## src/rtl/alu_operand_regfile.sv

```systemverilog
// Register file, busy scoreboard and single-entry operand slot feeding the ALU.
// Same-cycle writebacks are bypassed into the issued operands and clear busy before the hazard check.
module alu_operand_regfile #(
    parameter int XLEN = 32,
    parameter int NREG = 32,
    parameter int AW   = 5
) (
    input  logic            clk,
    input  logic            rst_n,
    input  logic            iss_valid,
    output logic            iss_ready,
    input  logic [AW-1:0]   iss_rs1_addr,
    input  logic [AW-1:0]   iss_rs2_addr,
    input  logic [AW-1:0]   iss_rd_addr,
    input  logic            iss_rd_we,
    output logic            op_valid,
    input  logic            op_ready,
    output logic [XLEN-1:0] rs1,
    output logic [XLEN-1:0] rs2,
    output logic [AW-1:0]   op_rd_addr,
    output logic            op_rd_we,
    input  logic            wb_valid,
    input  logic [AW-1:0]   wb_addr,
    input  logic [XLEN-1:0] wb_data
);

    typedef enum logic {EMPTY = 1'b0, FULL = 1'b1} slot_t;

    slot_t                state;
    logic [XLEN-1:0]      regs [NREG];
    logic [NREG-1:0]      busy;
    logic [NREG-1:0]      wb_clr;
    logic [NREG-1:0]      eff_busy;
    logic [XLEN-1:0]      rd1_val;
    logic [XLEN-1:0]      rd2_val;
    logic                 hazard;
    logic                 slot_free;
    logic                 accept;

    assign op_valid = (state == FULL);

    always_comb begin
        wb_clr = '0;
        if (wb_valid) begin
            wb_clr[wb_addr] = 1'b1;
        end
    end

    assign eff_busy  = busy & ~wb_clr;
    assign hazard    = (iss_rd_we && eff_busy[iss_rd_addr])
                     || eff_busy[iss_rs1_addr] || eff_busy[iss_rs2_addr];
    assign slot_free = !op_valid || op_ready;
    assign iss_ready = slot_free && !hazard;
    assign accept    = iss_valid && iss_ready;

    always_comb begin
        rd1_val = '0;
        rd2_val = '0;
        if (iss_rs1_addr != '0) begin
            rd1_val = (wb_valid && wb_addr == iss_rs1_addr) ? wb_data : regs[iss_rs1_addr];
        end
        if (iss_rs2_addr != '0) begin
            rd2_val = (wb_valid && wb_addr == iss_rs2_addr) ? wb_data : regs[iss_rs2_addr];
        end
    end

    always_ff @(posedge clk) begin
        if (!rst_n) begin
            for (int unsigned i = 0; i < NREG; i++) begin
                regs[i] <= '0;
            end
            busy       <= '0;
            state      <= EMPTY;
            rs1        <= '0;
            rs2        <= '0;
            op_rd_addr <= '0;
            op_rd_we   <= 1'b0;
        end else begin
            if (wb_valid) begin
                if (wb_addr != '0) begin
                    regs[wb_addr] <= wb_data;
                end
                busy[wb_addr] <= 1'b0;
            end
            // Placed after the writeback clear so a newly issued owner keeps rd busy.
            if (accept && iss_rd_we && iss_rd_addr != '0) begin
                busy[iss_rd_addr] <= 1'b1;
            end

            case (state)
                EMPTY: if (accept) state <= FULL;
                FULL:  if (!accept && op_ready) state <= EMPTY;
                default: state <= EMPTY;
            endcase

            if (accept) begin
                rs1        <= rd1_val;
                rs2        <= rd2_val;
                op_rd_addr <= iss_rd_addr;
                op_rd_we   <= iss_rd_we;
            end
        end
    end

endmodule

```

## config.mk

```make
export PLATFORM = sky130hd
export DESIGN_NAME = alu_operand_regfile
export DESIGN_NICKNAME = d
export VERILOG_FILES = /design/src/rtl/alu_operand_regfile.sv
export SDC_FILE = /design/constraint.sdc
export NUM_CORES = 2
export LEC_CHECK = 0
export CAP_MARGIN = 20
export CORE_ASPECT_RATIO = 0.8
export CORE_MARGIN = 5
export CORE_UTILIZATION = 48
export DETAILED_ROUTE_END_ITERATION = 16
export SLEW_MARGIN = 20
export SYNTH_ARGS = -nofsm -noshare
export SYNTH_HDL_FRONTEND = slang
export SYNTH_SLANG_ARGS = --single-unit
```

## constraint.sdc

```tcl
create_clock -name clk -period 6.2 [get_ports clk]
set_clock_uncertainty 0.1 [all_clocks]
set_input_delay 0.93 -clock clk [delete_from_list [all_inputs] [get_ports clk]]
set_output_delay 0.93 -clock clk [all_outputs]
set_load 0.005 [all_outputs]
```

# After elaboration in Yosys (flattened, before gate mapping)
# Memories as Yosys holds them, arrays and structs flattened.
# Cells that the tools add are included.
[word_totals]
register_bits = 103
word_cells = 71
memories = 1
out_inout_bits = 72
inputBits = 58
ram_bits = 1024
[classes]
n_eq_ne = 2
n_reduce_logical = 21
magnitude_cmp = 6
muxes = 29
bitwise_logic = 6
[memory_table]
columns = ["memory", "depth", "width", "rd", "rd_ports_with_merged_regs", "write_ports", "line_no", "rtl"]
rows = [
  ["regs", 32, 32, 2, 0, 32, "30", "logic [XLEN-1:0] regs [NREG];"],
]
[op_table]
columns = ["op", "n"]
rows = [
  ["32-bit 2-to-1 mux", 9],
  ["32-bit bitwise AND", 2],
  ["32-bit NOT", 2],
  ["32-bit bitwise OR", 1],
  ["32-bit OR reduction", 1],
  ["5-bit by 6-bit less-than comparator with 1-bit output (second input constant)", 4],
  ["5-bit nonzero test", 4],
  ["1-bit binary-select mux with 5-bit select", 3],
  ["1-bit 2-to-1 mux", 13],
  ["1-bit demux with 5-bit select", 2],
  ["5-bit equality test", 2],
  ["5-bit by 1-bit greater-or-equal comparator with 1-bit output (second input constant)", 2],
  ["1-bit logical AND", 10],
  ["5-bit 2-to-1 mux", 1],
  ["1-bit zero test", 3],
  ["1-bit logical OR", 3],
  ["1-bit one-hot mux with 2 select lines", 1],
  ["1-bit NOT", 1],
]

# Logic depth before layout (Yosys ltp)
[depth]
ltp_word = 19
ltp_mapped = 13
mapped_depth_nobuf = 8

# Worst setup path before layout
# OpenSTA, ideal clock, no wires.
[synth_path]
path_type = "input -> register"
startpoint = "in wb_addr[3]"
endpoint = "mem regs[16][0] (enable)"
arrival_ns = 4.434
setup_slack_ns = 1.200
cell_stages = 7
setup_time_ns = 0.466
required_time_ns = 5.634
cell_sequence = "buf_2 > or2_1 > buf_2 > clkbuf_1 > or2_2 > clkbuf_1 > o21ai_0"
[synth_lines]
columns = ["item", "line_no", "rtl"]
rows = [
  ["from (decl)", "23", "input logic [AW-1:0] wb_addr,"],
  ["to (decl)", "30", ""],
]

# Worst setup path in the final report
[layout_path]
startpoint = "in wb_addr[1]"
endpoint = "out iss_ready"
[layout_via]
elab_chain_cells = 14
word_cells_on_any_way = 19
[layout_rtl]
columns = ["item", "line_no", "rtl"]
rows = [
  ["5-bit by 6-bit less-than comparator with 1-bit output (implied by the code) / 5-bit by 1-bit greater-or-equal comparator with 1-bit output (equally long branches)", "45", "wb_clr[wb_addr] = 1'b1;"],
  ["1-bit logical AND (implied by the code)", "45", ""],
  ["1-bit 2-to-1 mux (implied by the code)", "45", ""],
  ["1-bit demux with 5-bit select (*)", "45", ""],
  ["32-bit 2-to-1 mux (*)", "44", "if (wb_valid) begin"],
  ["32-bit NOT (*)", "49", "assign eff_busy = busy & ~wb_clr;"],
  ["32-bit bitwise AND (*)", "49", ""],
  ["1-bit binary-select mux with 5-bit select", "50", "assign hazard = (iss_rd_we && eff_busy[iss_rd_addr])"],
  ["1-bit 2-to-1 mux (implied by the code)", "50", ""],
  ["1-bit logical AND", "50", ""],
  ["1-bit logical OR", "51", "|| eff_busy[iss_rs1_addr] || eff_busy[iss_rs2_addr];"],
  ["1-bit logical OR (*)", "51", ""],
  ["1-bit zero test (*)", "53", "assign iss_ready = slot_free && !hazard;"],
  ["1-bit logical AND (*)", "53", ""],
  ["to (decl)", "11", "output logic iss_ready,"],
]
# Every way passes the cells marked *; elsewhere a longest branch is shown, timed or not. The select of a mux whose other input is x is not followed.

==> run summary <==
OUTCOME
------------------------------------------------------------------------------
Run status                                                        finished clean

CLOCK NETWORK
------------------------------------------------------------------------------
Post-CTS setup-driven buffer insertion count                                 0
CTS H-Tree Depth                                                             3
Max Buffers Root-to-Sink                                                     3
Cts repair resizes                                                           0
Clock Tree Root                                                   sky130_fd_sc_hd__clkbuf_16
TritonCTS clock tree                                                      done
Clock sink count                                                          1127
CTS clk-pin slew, worst paths                                          0.06 ns
Clock latency reported for the late side of the worst-skew pair        0.77 ns
Hold bufs inserted after CTS                                                 0
Number of buffers created by CTS                                           116

PLACEMENT
------------------------------------------------------------------------------
PortBufs                                                                   129
Setup Slack @ Placement                                               0.585 ns
Half-perimeter wire length of the detailed placement result          122000 um
Last weighted congestion value of the routability-driven placer          0.874
Cell total after placement                                                5854

ROUTING
------------------------------------------------------------------------------
First-iteration detailed-routing DRC count                                5950
Via density                                                               6.76
Antenna violation net count after detailed routing                           0
Count of unresolved DRC violations after routing                             0
Number of iterations in the first detailed-routing pass                      5
Detailed-route via count                                                 41100
Final wirelength                                                     221000 um
Average wire per standard cell                                         36.3 um

FLOORPLANNING
------------------------------------------------------------------------------
Number of rows in the core area                                            116
Io pins                                                                    130
Core region area                                                    0.125 mm^2
Die span in x                                                           407 um
Die Y                                                                   328 um
Starting utilization of the core area                                    0.484
Total die area                                                      0.134 mm^2

GLOBAL ROUTING
------------------------------------------------------------------------------
First-pass GRT wire length                                           309000 um
Antenna violations before repair                                            21
Maximum number of pins on one net before global-route repair               109
Via count of the first global-routing pass                               40000
GRT Residual Overflow                                                        0
GRT Overall Usage                                                        0.327

TIMING
------------------------------------------------------------------------------
Post-route clock period utilization                                      0.901
Unrepaired setup endpoints after global routing                             no
Highest Clock Rate                                                     179 MHz
Total Neg Setup Slack                                                     0 ns
Final critical-path required period                                    5.59 ns
Transition time at the pin with the least slew margin                  1.16 ns
Number of max-slew violations in the final report                            0
Slack of the critical path                                            0.613 ns
Final hold violation count                                                   0
Setup violation total in the final timing report                             0
Relative slew margins                                                    0.223

CELLS AND AREA
------------------------------------------------------------------------------
Area occupied by multi-input gates                                 0.0266 mm^2
Post-route core utilization                                              0.543
Filler-free cell count of the finished design                             6088
Syn-to-layout area delta                                                 12.2%
Fraction of layout cells with a size suffix above 1                      0.216
Storage cell area                                                  0.0328 mm^2
Layout Nets                                                               4378
Number of filler instances in the final layout                           10100

SETUP PATH
------------------------------------------------------------------------------
Number of buffers and inverters on the critical path                         3
Kind of end point of the critical path                            primary output
Critical path type                                                primary input to primary output
Longest individual stage delay on the worst path                       0.62 ns
Critical Path Most Common Cell                                    sky130_fd_sc_hd__clkdlybuf4s50_1
Sequence of cells on the critical path                            clkdlybuf4s50_1 > buf_4 > or4b_4 > o21ai_1 > o21ai_0 > a32oi_1 > and4_1 > nand3_1 > nor4_1 > clkdlybuf4s50_1
Startpoint class of the critical path                             primary input
Kind of cell adding the most delay to the critical path           simple AND/OR/NAND/NOR gates
Worst path arrival time                                                4.56 ns
Critical-path cell with the highest stage delay                   sky130_fd_sc_hd__clkdlybuf4s50_1
WP data required                                                       5.17 ns
Critical Path Fanout Max                                                     9

PWR
------------------------------------------------------------------------------
Cell area power density                                            275 mW/mm^2
Worst vdd ir                                                          0.227 mV
Cell leakage power                                                     23.5 nW

LOGIC SYNTHESIS
------------------------------------------------------------------------------
Synth unique cells                                                          70
Ys async rst share                                                           0
Sequential cell area fraction in the yosys report                        0.541
Post-synthesis cell count                                                 4371
Yosys warns                                                                  0
Mean area per synthesized cell                                       13.9 um^2
Number of enable flip-flop cells after synthesis                          1024
Post-synth top area cell                                          sky130_fd_sc_hd__edfxtp_1
Biggest area contributors in the synthesized netlist              sky130_fd_sc_hd__edfxtp_1 51%, sky130_fd_sc_hd__mux4_2 17%, sky130_fd_sc_hd__and2_1 10%
Synthesized cell area                                              0.0607 mm^2
Synth Register Bits                                                       1127
Primary flip-flop cell chosen by synthesis mapping                sky130_fd_sc_hd__edfxtp_1
Synth top area share                                                     0.507

MIN PATH
------------------------------------------------------------------------------
Min-Delay Path Class                                              register to register

FLOW RUN
------------------------------------------------------------------------------
Max-capacitance violation count                                              0

tightest hold or removal path: stages, from the launching register on:
cell and delay (ns):
sky130_fd_sc_hd__dfxtp_1 0.31, sky130_fd_sc_hd__nand2_1 0.05, sky130_fd_sc_hd__mux2i_1 0.05
layer usage:
layer / global-route usage / vias up / part of all wire
met5: 0.00108 / - / 0.00019
met4: 0.117 / 6 / 0.039
met3: 0.0826 / 444 / 0.11
met2: 0.485 / 2633 / 0.44
met1: 0.471 / 21400 / 0.41
li1: - / 16600 / -
registers in the layout (all words and copies together) (netlist names):
| signal | flops |
|---|---|
| op_rd_addr | 5 |
| rs1 | 32 |
| op_valid | 1 |
| regs | 1024 |
| rs2 | 32 |
| busy | 32 |
| op_rd_we | 1 |
power breakdown:
part           internal [mW]  switching, mW  leakage [nW]  total, mW
sequential              8.72          0.220          10.6       8.94
combinational           1.01           1.42          11.0       2.43
clock                   4.17           3.16          1.95       7.33
synthesized netlist by cell type (all sizes together), types with 2 or more instances:
cell type,count
a211oi,3
a21o,32
a21oi,65
a221oi,64
a22oi,64
a31o,6
a31oi,4
a32o,25
a32oi,2
a41o,2
and2,994
and3,4
and4,3
buf,126
clkbuf,337
clkinv,2
dfxtp,103
edfxtp,1024
inv,10
mux2,74
mux2i,300
mux4,450
nand2,157
nand2b,18
nand3,12
nand4,6
nand4b,2
nand4bb,3
nor2,114
nor2b,4
nor3,22
nor3b,5
nor4,7
o2111ai,11
o211ai,111
o21a,22
o21ai,136
o22ai,4
o31a,2
o31ai,3
o41ai,3
or2,6
xnor2,4
xor2,8
layout by cell type, fill, tap and decap left out, types with 12 or more instances in the layout:
master / count
sky130_fd_sc_hd__buf_4: 115
sky130_fd_sc_hd__clkbuf_8: 17
sky130_fd_sc_hd__and2_1: 994
sky130_fd_sc_hd__o21ai_0: 108
sky130_fd_sc_hd__edfxtp_1: 1024
sky130_fd_sc_hd__clkinv_2: 31
sky130_fd_sc_hd__o21a_1: 22
sky130_fd_sc_hd__dfxtp_1: 103
sky130_fd_sc_hd__diode_2: 13
sky130_fd_sc_hd__mux4_2: 450
sky130_fd_sc_hd__o21ai_4: 20
sky130_fd_sc_hd__a21oi_1: 65
sky130_fd_sc_hd__nand2b_4: 12
sky130_fd_sc_hd__nor2_4: 18
sky130_fd_sc_hd__clkbuf_16: 118
sky130_fd_sc_hd__nor3_2: 15
sky130_fd_sc_hd__a22oi_1: 64
sky130_fd_sc_hd__a221oi_1: 64
sky130_fd_sc_hd__nor2_1: 96
sky130_fd_sc_hd__o211ai_1: 111
sky130_fd_sc_hd__buf_12: 19
sky130_fd_sc_hd__a32o_1: 25
sky130_fd_sc_hd__nand2_1: 157
sky130_fd_sc_hd__mux2i_1: 300
sky130_fd_sc_hd__mux2_2: 74
sky130_fd_sc_hd__a21o_1: 32
sky130_fd_sc_hd__conb_1: 32
sky130_fd_sc_hd__clkdlybuf4s50_1: 108
sky130_fd_sc_hd__clkbuf_1: 24
cell type report:
type | count | share of cell area
sequential | 1127 | 0.482
multi-input combinational | 2800 | 0.391
clock buffer | 162 | 0.0484
timing repair buffer | 263 | 0.0376
tap | 1652 | 0.0304
clock inverter | 59 | 0.00952
inverter | 12 | 0.000698
antenna | 13 | 0.000478
final timing paths:
| check | endpoint | start | slack, ns | depth (start not counted) |
|---|---|---|---|---|
| setup reg to reg | rs1[14]$_SDFFE_PN0P_ | busy[28]$_SDFF_PN0_ | 3.35 | 8 |
| hold reg to reg | rs2[7]$_SDFFE_PN0P_ | rs2[7]$_SDFFE_PN0P_ | 0.36 | 2 |
| hold / removal | rs2[7]$_SDFFE_PN0P_ | rs2[7]$_SDFFE_PN0P_ | 0.36 | 2 |
| setup / recovery | iss_ready | wb_addr[1] | 0.61 | 10 |
per-stage QoR:
step	total power [mW]	cell area, um^2	hold slack (ns)
3_3_place_gp	11.5	64100	0.344
6_report	18.7	68100	0.357
3_5_place_dp	11.5	64100	0.349
2_1_floorplan	10.5	60800	0.351
5_1_grt	19.2	68000	0.375
4_1_cts	18.7	68100	0.359
cells by family (layout without fill, tap and decap cells):
logic type             Yosys count  count (layout)  share of synthesized area
AND/OR/NAND/NOR               1360            1360                      0.129
flip-flops                    1127            1127                      0.541
multiplexers                   824             824                      0.230
AO/OA/AOI/OAI                  572             572                     0.0657
buffers and inverters          475             496                     0.0320
XOR/XNOR                        12              12                    0.00173
other                            1              45                  0.0000618
No activity file was read; power rests on OpenSTA's default activity.
